<file path="src/rtl/backward_sequencer.sv">
// Backward-pass sequencer: walks the backward datapath through its stage codes,
// one pass per accepted start, with stall, abort and a saturating pass counter.
module backward_sequencer #(
   parameter int LEN_DADZ   = 5,
   parameter int LEN_DELTA3 = 4,
   parameter int LEN_DELTA2 = 5,
   parameter int LEN_DCDW   = 5
) (
   input  logic        clk,
   input  logic        rst,
   input  logic        start,
   input  logic        hold,
   input  logic        abort,
   input  logic [3:0]  st_in,
   input  logic [3:0]  st1_in,
   input  logic [1:0]  act_in,
   output logic [3:0]  step,
   output logic [3:0]  controller,
   output logic [3:0]  st,
   output logic [3:0]  st1,
   output logic [1:0]  act,
   output logic        busy,
   output logic        done,
   output logic [15:0] pass_cnt
);

   // State encodings double as the step codes, so step is the state register itself.
   typedef enum logic [3:0] {
      S_IDLE   = 4'd0,
      S_LOAD   = 4'd1,
      S_DADZ   = 4'd6,
      S_DELTA3 = 4'd7,
      S_DELTA2 = 4'd8,
      S_DCDW   = 4'd9,
      S_UPDATE = 4'd10
   } state_t;

   localparam logic [3:0] L_DADZ_LAST   = 4'(LEN_DADZ - 1);
   localparam logic [3:0] L_DELTA3_LAST = 4'(LEN_DELTA3 - 1);
   localparam logic [3:0] L_DELTA2_LAST = 4'(LEN_DELTA2 - 1);
   localparam logic [3:0] L_DCDW_LAST   = 4'(LEN_DCDW - 1);

   state_t      r_state;
   state_t      w_next;
   logic [3:0]  r_ctrl;
   logic [3:0]  w_ctrl_next;
   logic        w_accept;
   logic        w_done_next;
   logic        r_busy;
   logic        r_done;
   logic [15:0] r_pass_cnt;
   logic [3:0]  r_st;
   logic [3:0]  r_st1;
   logic [1:0]  r_act;

   always_comb begin
      w_next      = r_state;
      w_ctrl_next = r_ctrl;
      w_accept    = 1'b0;
      w_done_next = 1'b0;
      if (r_state == S_IDLE) begin
         w_ctrl_next = 4'd0;
         if (start && !abort) begin
            w_next   = S_LOAD;
            w_accept = 1'b1;
         end
      end else if (abort) begin
         w_next      = S_IDLE;
         w_ctrl_next = 4'd0;
      end else if (!hold) begin
         case (r_state)
            S_LOAD: begin
               w_next      = S_DADZ;
               w_ctrl_next = 4'd0;
            end
            S_DADZ:
               if (r_ctrl == L_DADZ_LAST) begin
                  w_next      = S_DELTA3;
                  w_ctrl_next = 4'd0;
               end else w_ctrl_next = r_ctrl + 4'd1;
            S_DELTA3:
               if (r_ctrl == L_DELTA3_LAST) begin
                  w_next      = S_DELTA2;
                  w_ctrl_next = 4'd0;
               end else w_ctrl_next = r_ctrl + 4'd1;
            S_DELTA2:
               if (r_ctrl == L_DELTA2_LAST) begin
                  w_next      = S_DCDW;
                  w_ctrl_next = 4'd0;
               end else w_ctrl_next = r_ctrl + 4'd1;
            S_DCDW:
               if (r_ctrl == L_DCDW_LAST) begin
                  w_next      = S_UPDATE;
                  w_ctrl_next = 4'd0;
               end else w_ctrl_next = r_ctrl + 4'd1;
            S_UPDATE: begin
               w_next      = S_IDLE;
               w_ctrl_next = 4'd0;
               w_done_next = 1'b1;
            end
            default: begin
               w_next      = S_IDLE;
               w_ctrl_next = 4'd0;
            end
         endcase
      end
   end

   // busy/done are registered from the next state so they line up with step.
   always_ff @(posedge clk) begin
      if (!rst) begin
         r_state    <= S_IDLE;
         r_ctrl     <= 4'd0;
         r_busy     <= 1'b0;
         r_done     <= 1'b0;
         r_pass_cnt <= 16'd0;
         r_st       <= 4'd0;
         r_st1      <= 4'd0;
         r_act      <= 2'd0;
      end else begin
         r_state <= w_next;
         r_ctrl  <= w_ctrl_next;
         r_busy  <= (w_next != S_IDLE);
         r_done  <= w_done_next;
         if (w_done_next && (r_pass_cnt != 16'hFFFF))
            r_pass_cnt <= r_pass_cnt + 16'd1;
         if (w_accept) begin
            r_st  <= st_in;
            r_st1 <= st1_in;
            r_act <= act_in;
         end
      end
   end

   assign step       = r_state;
   assign controller = r_ctrl;
   assign busy       = r_busy;
   assign done       = r_done;
   assign pass_cnt   = r_pass_cnt;
   assign st         = r_st;
   assign st1        = r_st1;
   assign act        = r_act;

endmodule

</file>
<file path="config.mk">
export PLATFORM = sky130hd
export DESIGN_NAME = backward_sequencer
export DESIGN_NICKNAME = d
export VERILOG_FILES = /design/src/rtl/backward_sequencer.sv
export SDC_FILE = /design/constraint.sdc
export NUM_CORES = 1
export LEC_CHECK = 0
export BUFFER_PORTS_ARGS = -buffer_cell sky130_fd_sc_hd__buf_2
export CAP_MARGIN = 40
export CORE_MARGIN = 3
export CORE_UTILIZATION = 35
export CTS_BUF_LIST = sky130_fd_sc_hd__clkbuf_16
export DETAILED_ROUTE_END_ITERATION = 7
export PLACE_DENSITY = 0.66
export SYNTH_ARGS = -nofsm -noshare
export SYNTH_HDL_FRONTEND = slang
export SYNTH_SLANG_ARGS = --single-unit
export TNS_END_PERCENT = 100
</file>
<file path="constraint.sdc">
create_clock -name clk -period 1.9 [get_ports clk]
set_clock_uncertainty 0.2 [all_clocks]
set_input_delay 0.38 -clock clk [delete_from_list [all_inputs] [get_ports clk]]
set_output_delay 0.38 -clock clk [all_outputs]
set_load 0.02 [all_outputs]
</file>
# --- Word level (Yosys, flattened, before mapping) ---
# Cells that the tools add are included.
op_classes:
  reduce_logical: 7
  muxes: 18
  add_sub_neg: 2
  bitwise: 1
  n_eq_ne: 9
ops:
  columns: ["cell", "n"]
  rows:
  - ["$mux 4", 10]
  - ["$pmux 4 s5", 1]
  - ["$add 16x1->16 const B", 1]
  - ["$ne 16x16->1 const B", 1]
  - ["$eq 4x3->1 const B", 3]
  - ["$eq 4x4->1 const B", 3]
  - ["$pmux 4 s2", 1]
  - ["$mux 1", 6]
  - ["$reduce_or 3->1", 2]
  - ["$add 4x1->4 const B", 1]
  - ["$eq 4x1->1 const B", 1]
  - ["$eq 4x2->1 const B", 1]
  - ["$logic_not 4->1", 1]
  - ["$reduce_bool 4->1", 1]
  - ["$logic_and 1x1->1", 2]
  - ["$logic_not 1->1", 1]
  - ["$not 1->1", 1]
word_totals:
  ff_bits: 36
  input_bits: 15

# --- Depth between registers and ports, before layout ---
logic_depth:
  depth_word: 7
  depth_mapped: 7
  depth_no_buf: 7

# --- Worst setup path before layout ---
# No wires, ideal clock.
synth_path:
  path_type: "register to register"
  start: "register r_pass_cnt[0], in the netlist pass_cnt[0]"
  end: "register r_pass_cnt[7], in the netlist pass_cnt[7]"
  path_stages_with_launch: 7
  path_slack_ns: -0.071
  t_required_ns: 1.585
  t_arrival_ns: 1.656
  path_cell_list: "dfxtp_1 -> ha_1 -> nand3_1 -> or3_1 -> o211ai_1 -> xnor2_1 -> and2_1"
synth_via:
  elab_chain_len: 2
  word_cells_on_any_way: 3
synth_lines:
  columns: ["item", "line", "rtl"]
  rows:
  - ["start: declaration", "51", "logic [15:0] r_pass_cnt;"]
  - ["start signal: assignment", "126", "r_pass_cnt <= r_pass_cnt + 16'd1;"]
  - ["parallel branches: the longest is 2 deep, another holds $add 16x1->16", null, null]
# Several ways; the timed one is not identified.
# A chain may end at the register's enable or synchronous reset.

# --- Worst setup path in the final report ---
layout_path:
  start: "register r_ctrl[1], in the netlist controller[1]"
  end: "register r_ctrl[2], in the netlist controller[2]"
layout_via:
  elab_chain_len: 3
  word_cells_on_any_way: 6
layout_lines:
  columns: ["item", "line", "rtl"]
  rows:
  - ["start: declaration", "45", "logic [3:0] r_ctrl;"]
  - ["start signal: assignment", "122", "r_ctrl <= w_ctrl_next;"]
  - ["$add 4x1->4 (tied with other cells)", null, null]
  - ["$mux 4, on equally long branches", null, null]
  - ["$pmux 4 s2 (*)", "71", "case (r_state)"]
# Mark *: on every way between the ends. The rest lies on a longest branch, timed or not.

==> impl_metrics.yaml <==
outcome:
  status: "completed"
route:
  final_antenna_net_count: 0
  dr.pass1.iters: 6
  route.detailed.wl_per_inst_um: 12.6
  vias_per_cell: 4.92
  drt-initial-drc-count: 118
  drc: 0
  vias: 1767
  routed_wl_mm: 4.51
setup_path:
  worst_setup_path_start_kind: "register"
  reg2reg_depth: 6
  arrival_ns: 1.87
  rrSetupSlack_ns: 0.05
  critPathMaxStageDelay_ns: 0.46
  critPathSlowestCell: "or4b_1"
  critical_path.max_fanout: 5
  crit_chain: "ha_2, nand4bb_1, nor2b_2, a21oi_1, or4b_1, a31oi_1"
  cp.required_ns: 1.91
  cp-end-kind: "register"
  timing.rr.end: "controller[2]"
  critical_path_class: "register to register"
  r2r-start: "controller[1]"
logic_synthesis:
  synthesis.area_mm2: 0.00186
  avgSynthCellArea_um2: 8.48
  synth_ff_type: "dfxtp_1"
  ys_types: 50
  postSynthCellCount: 219
  ys_seq_area_share_pct: 38.8
  synth_warnings: 0
  syn_nets: 237
  async_flop_share_pct: 0
  synth-edff-count: 0
  yosys_register_bits: 36
power_and_ir_drop:
  sw_frac_of_total_pct: 21.4
  combPwrFrac_pct: 6.0
  internal_power_mw: 1.42
  pwr-share-seq_pct: 42.8
  ir_drop_v: 0.000372
  power_density_mw_per_mm2: 711
  switchingPower_mw: 0.386
  pwr-share-clk_pct: 51.2
  p_leak_nw: 1.12
cells_and_area:
  layout-drive-gt1-share_pct: 35.3
  nFillCells: 480
  multi_input_area_mm2: 0.00112
  finalInstanceArea_mm2: 0.00255
  nets: 309
  seqCellArea_um2: 726
  area_growth_pct: 37.1
  num_antenna_cells: 0
  layout_commonest_cell: "buf_2"
  fin_cells: 359
  layout_common_cells: "buf_2 (50), nand2_1 (34), dfxtp_1 (32)"
global_routing:
  track_usage_pct: 15.2
  grt_pass1_vias: 1624
  antenna_found_initial: 0
  grt_max_degree: 31
  grt_pass1_wl_mm: 7.43
  gr-total-overflow: 0
clock_network:
  cts_tree: "yes"
  clkLatencyLatePin_ns: 0.28
  clk_pin_slew_worst_paths_ns: 0.05
  clockRootBuffer: "clkbuf_16"
  cts.sinks: 36
  cts.path.max_buffers: 2
  numCtsBuffers: 5
  htree_levels: 2
placement:
  dpl_cell_area_mm2: 0.00233
  dpl.cell_count: 351
  gp_congestion: 0.873
  port_buffers: 50
  dp_hpwl_mm: 3.31
sta:
  hold_ws_ns: 0.140
  period_needed_ns: 1.85
  hold_viol: 0
  setup_tns_ns: 0
  setup_violations: 0
  rsz0062_at_grt: "yes"
  slew_viol_final: 0
  finalCritPeriodShare_pct: 97.5
  tightest_slew_ns: 0.348
  max_freq_mhz: 540
  relSlewSlack_pct: 76.8
hold_path:
  hold_end: "st[3]"
  hold_class: "input pin to register"
  min_from: "st_in[3]"
  hold_path_depth: 3
floorplan:
  top_level_ports: 51
  start_util_pct: 37.8
  dieArea_mm2: 0.00621
  num_rows: 25
  core_region_area_mm2: 0.00491
  die_w_um: 78.8
  die_h_um: 78.8
job:
  max_cap_violations: 0
[how the worst max path moves through the flow]
stage                       start             to  slack (ns)  cells after the start
floorplan           controller[0]  controller[2]        0.02                      6
global placement             hold    pass_cnt[9]       -0.03                      6
detailed placement           hold    pass_cnt[9]        -0.1                      6
CTS                   pass_cnt[1]    pass_cnt[7]        0.02                      6
global route        controller[1]           busy       -0.02                      5
finish              controller[1]  controller[2]        0.05                      6
[layout make-up]
| type | instances | area share [%] |
|---|---|---|
| Clock buffer | 5 | 4.91 |
| Clock inverter | 3 | 1.52 |
| Inverter | 6 | 0.885 |
| Multi-Input combinational cell | 169 | 44.1 |
| Sequential cell | 36 | 28.5 |
| Tap cell | 67 | 3.29 |
| Timing Repair Buffer | 73 | 16.8 |
[logic make-up after synthesis]
group / share of synthesized area, %
xor+xnor: 4.24
flops: 38.8
simple gates: 33.5
mux: 2.43
compound gates: 15.6
buf+inv: 3.37
fa+ha+maj: 2.02
[Yosys cell counts (2+ instances only)]
library cell	number	area (um2)
nand3_1	6	30.0
dfxtp_1	36	721
inv_1	5	18.8
nand3b_1	6	45.0
nor3_1	7	35.0
a31oi_1	2	12.5
xnor2_1	4	35.0
ha_1	3	37.5
a21boi_0	10	75.1
o21ai_0	6	30.0
nand4_1	4	25.0
o211a_1	2	20.0
o21ai_1	3	15.0
nor2b_1	6	37.5
xor2_1	5	43.8
and4_1	2	17.5
and2b_1	2	15.0
o211ai_1	2	15.0
and3_1	4	25.0
a21oi_1	11	55.1
mux2i_1	3	30.0
nand2b_1	4	25.0
and2_1	10	62.6
nand2_1	34	128
nand4bb_1	2	22.5
or3_1	4	25.0
clkbuf_1	5	18.8
nor2_1	9	33.8
[registers in the layout, summed over array words and instances, names as in the netlist]
register    flops
controller      4
act             2
busy            1
step            4
st1             4
st              4
pass_cnt       16
done            1
[per-layer routing]
metal	wire length (um)	vias to the layer above	GRT usage, %
met2	2020	52	23.9
met5	0	-	0
met1	2100	793	19.1
li1	-	917	-
met3	321	5	5.44
met4	72	0	5.67
[power by group through the flow]
stage                     combinational (mW)  clock, mW  sequential [mW]
after floorplan                       0.0513          0            0.804
after global placement                 0.108          0            0.790
after detailed placement               0.109          0            0.790
after CTS                              0.109      0.956            0.774
after global routing                   0.120      0.977            0.775
final                                  0.109      0.927            0.774
[repair_timing]
item                                    4_1_cts  5_1_grt
hold buffers                                  0        0
gates resized for setup                       1       12
buffers inserted                              0        0
pin swaps                                     0        1
endpoints found under the setup margin        2       15
[critical path, delay by kind of cell (launching register included)]
kind,cells,cell delay [ns]
adders and majority gates,1,0.20
and+or+nand+nor,3,0.82
AOI/OAI and AO/OA,2,0.21
DFF,1,0.34
[through the flow]
step,worst slack [ns],power [mW],util [%]
6_report,0.0482,1.81,51.8
5_1_grt,-0.0238,1.87,51.8
4_1_cts,0.0242,1.84,50.9
3_5_place_dp,-0.0996,0.899,47.5
3_3_place_gp,-0.0262,0.898,47.5
2_1_floorplan,0.0247,0.855,-
No activity file was read; power rests on OpenSTA's default activity.
